### src/rtl/trap_controller_pkg.sv
// Shared trap definitions for the trap sequencer and the exception detector.
// Contents: trap_status codes, 4-bit mcause values, CSR addresses, FSM state
// type, and the mtval source selector.
package trap_controller_pkg;

   localparam logic [1:0] TRAP_EBREAK     = 2'b00;
   localparam logic [1:0] TRAP_ECALL      = 2'b01;
   localparam logic [1:0] TRAP_MISALIGNED = 2'b10;
   localparam logic [1:0] TRAP_ILLEGAL    = 2'b11;

   localparam logic [3:0] MCAUSE_EBREAK     = 4'd3;
   localparam logic [3:0] MCAUSE_ECALL      = 4'd11;
   localparam logic [3:0] MCAUSE_MISALIGNED = 4'd0;
   localparam logic [3:0] MCAUSE_ILLEGAL    = 4'd2;

   localparam logic [11:0] CSR_MEPC   = 12'h341;
   localparam logic [11:0] CSR_MCAUSE = 12'h342;
   localparam logic [11:0] CSR_MTVAL  = 12'h343;
   localparam logic [11:0] CSR_MTVEC  = 12'h305;

   typedef enum logic [2:0] {
      ST_IDLE,
      ST_WR_MEPC,
      ST_WR_MCAUSE,
      ST_WR_MTVAL,
      ST_RD_MTVEC,
      ST_RD_MEPC,
      ST_REDIRECT
   } state_t;

   typedef enum logic [1:0] {
      MTVAL_ZERO,
      MTVAL_PC,
      MTVAL_NEXT_PC
   } mtval_sel_t;

endpackage

### src/rtl/trap_controller_cause_encoder.sv
// trap_cause_encoder: combinational map from trap_status to the mcause code
// and the source of the mtval value.
//   i_trap_status : trap cause code from the exception detector
//   o_mcause      : 4-bit exception code (interrupt bit is always 0)
//   o_mtval_sel   : zero, faulting pc, or computed target (next_pc)
module trap_cause_encoder
   import trap_controller_pkg::*;
(
   input  logic [1:0] i_trap_status,
   output logic [3:0] o_mcause,
   output mtval_sel_t o_mtval_sel
);

   always_comb begin
      o_mcause    = MCAUSE_ILLEGAL;
      o_mtval_sel = MTVAL_ZERO;
      case (i_trap_status)
         TRAP_EBREAK: begin
            o_mcause    = MCAUSE_EBREAK;
            o_mtval_sel = MTVAL_PC;
         end
         TRAP_ECALL: begin
            o_mcause    = MCAUSE_ECALL;
            o_mtval_sel = MTVAL_ZERO;
         end
         TRAP_MISALIGNED: begin
            o_mcause    = MCAUSE_MISALIGNED;
            o_mtval_sel = MTVAL_NEXT_PC;
         end
         default: begin
            o_mcause    = MCAUSE_ILLEGAL;
            o_mtval_sel = MTVAL_ZERO;
         end
      endcase
   end

endmodule

### src/rtl/trap_controller.sv
// trap_controller: serialises trap entry (mepc/mcause/mtval writes, mtvec read)
// and MRET (mepc read) over single CSR read/write ports, then pulses a redirect.
//   clk, reset        : core clock; asynchronous active-high reset
//   trapped/trap_status/pc/next_pc : trap request, sampled only in IDLE
//   mret              : decoded MRET, sampled only in IDLE (trap wins)
//   csr_read_data     : combinational CSR read data
//   pc_stall          : hold PC and IF/ID, request cycle through REDIRECT
//   csr_write_*       : CSR write port, zero outside the write states
//   csr_read_address  : CSR read address, zero outside the read states
//   trap_target       : registered redirect address (word aligned)
//   trap_redirect     : one-cycle pulse, PC controller loads trap_target
module trap_controller
   import trap_controller_pkg::*;
#(
   parameter int XLEN = 32
) (
   input  logic            clk,
   input  logic            reset,
   input  logic            trapped,
   input  logic [1:0]      trap_status,
   input  logic            mret,
   input  logic [XLEN-1:0] pc,
   input  logic [XLEN-1:0] next_pc,
   input  logic [XLEN-1:0] csr_read_data,
   output logic            pc_stall,
   output logic            csr_write_enable,
   output logic [11:0]     csr_write_address,
   output logic [XLEN-1:0] csr_write_data,
   output logic [11:0]     csr_read_address,
   output logic [XLEN-1:0] trap_target,
   output logic            trap_redirect
);

   state_t          r_state;
   state_t          w_next_state;
   logic [XLEN-1:0] r_pc;
   logic [XLEN-1:0] r_next_pc;
   logic [1:0]      r_status;
   logic [XLEN-1:0] r_trap_target;
   logic [3:0]      w_mcause;
   mtval_sel_t      w_mtval_sel;
   logic [XLEN-1:0] w_mtval;

   trap_cause_encoder u_cause (
      .i_trap_status (r_status),
      .o_mcause      (w_mcause),
      .o_mtval_sel   (w_mtval_sel)
   );

   always_comb begin
      case (w_mtval_sel)
         MTVAL_PC:      w_mtval = r_pc;
         MTVAL_NEXT_PC: w_mtval = r_next_pc;
         default:       w_mtval = '0;
      endcase
   end

   always_ff @(posedge clk or posedge reset) begin
      if (reset) begin
         r_state <= ST_IDLE;
      end else begin
         r_state <= w_next_state;
      end
   end

   always_ff @(posedge clk or posedge reset) begin
      if (reset) begin
         r_pc          <= '0;
         r_next_pc     <= '0;
         r_status      <= '0;
         r_trap_target <= '0;
      end else begin
         if (r_state == ST_IDLE && trapped) begin
            r_pc      <= pc;
            r_next_pc <= next_pc;
            r_status  <= trap_status;
         end
         // Direct mode only: the low two bits (mode field / alignment) are dropped.
         if (r_state == ST_RD_MTVEC || r_state == ST_RD_MEPC) begin
            r_trap_target <= csr_read_data & {{(XLEN-2){1'b1}}, 2'b00};
         end
      end
   end

   always_comb begin
      w_next_state      = r_state;
      pc_stall          = 1'b0;
      csr_write_enable  = 1'b0;
      csr_write_address = '0;
      csr_write_data    = '0;
      csr_read_address  = '0;
      trap_redirect     = 1'b0;
      case (r_state)
         ST_IDLE: begin
            // Gated by reset so every output is 0 while reset is held.
            pc_stall = ~reset & (trapped | mret);
            if (trapped) begin
               w_next_state = ST_WR_MEPC;
            end else if (mret) begin
               w_next_state = ST_RD_MEPC;
            end
         end
         ST_WR_MEPC: begin
            pc_stall          = 1'b1;
            csr_write_enable  = 1'b1;
            csr_write_address = CSR_MEPC;
            csr_write_data    = r_pc;
            w_next_state      = ST_WR_MCAUSE;
         end
         ST_WR_MCAUSE: begin
            pc_stall          = 1'b1;
            csr_write_enable  = 1'b1;
            csr_write_address = CSR_MCAUSE;
            csr_write_data    = {{(XLEN-4){1'b0}}, w_mcause};
            w_next_state      = ST_WR_MTVAL;
         end
         ST_WR_MTVAL: begin
            pc_stall          = 1'b1;
            csr_write_enable  = 1'b1;
            csr_write_address = CSR_MTVAL;
            csr_write_data    = w_mtval;
            w_next_state      = ST_RD_MTVEC;
         end
         ST_RD_MTVEC: begin
            pc_stall         = 1'b1;
            csr_read_address = CSR_MTVEC;
            w_next_state     = ST_REDIRECT;
         end
         ST_RD_MEPC: begin
            pc_stall         = 1'b1;
            csr_read_address = CSR_MEPC;
            w_next_state     = ST_REDIRECT;
         end
         ST_REDIRECT: begin
            pc_stall      = 1'b1;
            trap_redirect = 1'b1;
            w_next_state  = ST_IDLE;
         end
         default: begin
            w_next_state = ST_IDLE;
         end
      endcase
   end

   assign trap_target = r_trap_target;

endmodule

### config.mk
export PLATFORM = sky130hd
export DESIGN_NAME = trap_controller
export DESIGN_NICKNAME = d
export VERILOG_FILES = /design/src/rtl/trap_controller_pkg.sv /design/src/rtl/trap_controller_cause_encoder.sv /design/src/rtl/trap_controller.sv
export SDC_FILE = /design/constraint.sdc
export NUM_CORES = 1
export LEC_CHECK = 0
export BUFFER_PORTS_ARGS = -buffer_cell sky130_fd_sc_hd__buf_2
export CORE_ASPECT_RATIO = 1.5
export CORE_UTILIZATION = 51
export CTS_CLUSTER_DIAMETER = 40
export DETAILED_ROUTE_END_ITERATION = 8
export HOLD_SLACK_MARGIN = 0.1
export PLACE_DENSITY_LB_ADDON = 0.3
export REMOVE_ABC_BUFFERS = 1
export SETUP_SLACK_MARGIN = 0.4
export SYNTH_ARGS = -nofsm -noshare
export SYNTH_HDL_FRONTEND = slang
export SYNTH_SLANG_ARGS = --single-unit
### constraint.sdc
create_clock -name clk -period 6.06 [get_ports clk]
set_input_delay 0.909 -clock clk [delete_from_list [all_inputs] [get_ports clk]]
set_output_delay 0.909 -clock clk [all_outputs]
set_load 0.05 [all_outputs]
==> summary.md <==
| Metric | Value |
|---|---|
| CTS root buf | `clkbuf_16` |
| Final setup viols | `0` |
| Die W | `slightly below 80 um` |
| Post-CTS Resized | `0` |
| HP Class | `reg -> reg` |
| Dpl cells | `~560` |
| Mapped Area | `about 4400 um2` |
| Dpl hpwl | `6190 um` |
| Vias/cell | `between 5 and 6` |
| # nets final | `570` |
| H-tree depth | `3` |
| Cell Rows | `41` |
| #FFs+latches synth | `between 90 and 100` |
| TritonRoute pass-1 iters | `4` |
| Seq pwr share | `between 30% and 40%` |
| Crit path max-delay family | `simple AND/OR/NAND/NOR gates` |
| Status | `finished, final reports clean` |
| Routability congestion estimate | `approximately 0.76` |
| Max Slew Vio Count | `0` |
| Total GRT Usage | `a little over a fifth` |
| Worst Tran Pin Value | `around 870 ps` |
| Startpoint types | `flop` |
| Int Pwr | `approximately 1900 uW` |
| CTS tree | `done` |
| CP cell instances | `nor2b_1 > and4b_1 > buf_4 > a22o_1 > buf_2` |
| Global route overflow | `0` |
| Net Sw Frac | `between 40 and 50%` |
| Vias in the first global route | `a little under 3000` |
| Clock Tree Buf Depth | `2` |
| Post-synth cell types | `28` |
| Critical path class | `reg -> out` |
| Top cell type by total area after synthesis | `dfrtp_1` |
| Critical Path Sink Type | `output pin` |
| Area Overhead vs Synth | `25.7%` |
| Fin crit share | `55.1%` |
| Starting DRT DRC Count | `120` |
| Largest net degree at the start of global routing | `between 60 and 70` |
| Die area | `slightly below 9000 um2` |
| Worst hold margin | `478 ps` |
| Post CTS Setup Buffer Count | `0` |
| Post-Layout Cell Count | `580` |
| Filler Cell Count | `657` |
| Commonest non-fill, non-tap cells in the layout | `buf_2, dfrtp_1, mux2_1` |
| Critical path arrival | `2430 ps` |
| Setup tns final | `0 ps` |
| Clock sink count | `99` |
| Synth Instances | `roughly 300` |
| Synth top area cells | `dfrtp_1, mux2_1, a22o_1` |
| Core Box Area | `8360 um2` |
| Port Buf Inserts | `~170` |
| Max-slew headroom | `42.1%` |
| Crit path buffers/inverters | `2` |
| Minimum clock period | `3340 ps` |
| Die Y | `115 um` |
| Post-synth top area share | `~57%` |
| Switching Power | `about 1700 uW` |
| Required @ worst endpoint | `about 5200 ps` |
| Routed len/inst | `~15 um` |
| PwrDens | `656 nW/um2` |
| Reg clk slew, reported paths | `60 ps` |
| Antenna-violating nets left | `0` |
| Syn_area_per_cell | `approximately 14 um2` |
| RSZ-0062 raised after global routing | `false` |
| Final design utilization | `about two thirds` |
| Post-Route WL | `8900 um` |
| First-pass GRT wire length | `approximately 14000 um` |
| Residual DRC | `0` |
| Slowest-stage cell, CP | `dfrtp_1` |
| CTS buffer count | `9` |
| I/O Pins | `roughly 190` |
| Worst-Skew Late Latency | `330 ps` |
| Share of layout cells above drive strength 1 | `approximately 42%` |
| Clock Power Share | `between 10% and 20%` |
| Register area share after synthesis | `between 50 and 60%` |
| Maximum clock rate | `300 MHz` |
| Maximum fanout along the worst path | `25` |
| Vias post-DR | `between 2000 and 3000` |
| Hold Buf Count CTS | `0` |
| Final Hold Violating Endpoints | `0` |
| Yosys warns | `0` |
| Max IR drop VDD | `roughly 0.42 mV` |
| Leak Pwr | `around 0.0027 uW` |
| Crit path largest cell delay | `590 ps` |
| Maxcap violations | `0` |
| Comb power frac | `between 50% and 60%` |
| Pwr Total | `3600 uW` |
| Clock skew | `5.21 ps` |
| Antenna violations before repair | `1` |
| Most common cell after layout, fill and taps aside | `buf_2` |
| Initial Util | `a little over half` |
cells in the mapped netlist:
master,n
dfrtp_1,99
mux2_1,96
a22o_1,29
buf_4,24
buf_2,10
buf_6,6
nor2b_1,6
and2_1,4
o22ai_1,4
mux2i_1,3
nor2_1,3
a21oi_1,2
a22oi_1,2
nor3_1,2
o21a_1,2
a31oi_1,1
and4b_1,1
clkbuf_1,1
clkbuf_2,1
conb_1,1
inv_1,1
nand2_1,1
nand2b_1,1
nor3_2,1
nor3b_1,1
o21ai_1,1
or2_2,1
or3_1,1
worst paths after layout:
kind	start	endpoint	slack, ps	depth (start not counted)
max	r_state[1]	csr_write_data[4]	2720	5
min	trap_target[20]	trap_target[20]	480	1
max reg2reg	r_state[2]	r_next_pc[6]	3840	4
min reg2reg	trap_target[20]	trap_target[20]	480	1
max in group asynchronous	reset	trap_target[30]	4290	3
min in group asynchronous	reset	r_state[0]	630	2
cells by family after synthesis:
kind of cell | count (synthesis) | synth area share (%)
compound gates | 41 | 7.56
buf+inv | 43 | 7.11
simple gates | 22 | 3.07
other cells | 1 | 0.0859
flops | 99 | 56.7
mux | 99 | 25.4
cell type report:
cell class,count,area (um2),share of cell area [%]
flip-flops and latches,99,2480,45.1
multi-input cells,178,1640,30.0
repair buffers,179,908,16.5
clock buffers,10,239,4.35
well taps,107,134,2.44
clock inverters,5,77.6,1.41
inverters,1,6.26,0.114
diodes,1,2.50,0.0456
power groups by stage:
| stage | clock, uW | combinational, uW | sequential [uW] |
|---|---|---|---|
| global placement | 0 | 1790 | 1190 |
| CTS | 615 | 1820 | 1200 |
| detailed placement | 0 | 1820 | 1210 |
| floorplan | 0 | 1070 | 1530 |
| global route | 642 | 1900 | 1250 |
| finish | 598 | 1800 | 1200 |
registers in the layout, summed over array words and instances, names as in the netlist:
register,flops
r_next_pc,32
r_status,2
r_state,3
trap_target,30
r_pc,32
metal layers:
metal  vias to the layer above  GRT usage (%)  part of all wire (%)
met5                         -              0                     0
met4                         0           10.2                   1.8
met3                        12           5.32                   5.3
met2                       110           35.9                    53
met1                      1447           24.4                    40
li1                       1375              -                     -
worst register-to-register path, cell delays in order, from the launching register on:
cell,delay (ps)
dfrtp_1,540
nor3_2,300
and2_2,170
buf_4,670
mux2_1,430
metrics by stage:
step | area, um2 | setup slack (ps)
2_1_floorplan | 4120 | 279
3_3_place_gp | 5170 | 3060
3_5_place_dp | 5170 | 3090
4_1_cts | 5490 | 2720
5_1_grt | 5490 | 2620
6_report | 5490 | 2720
Power figures use the tool's default switching activity.
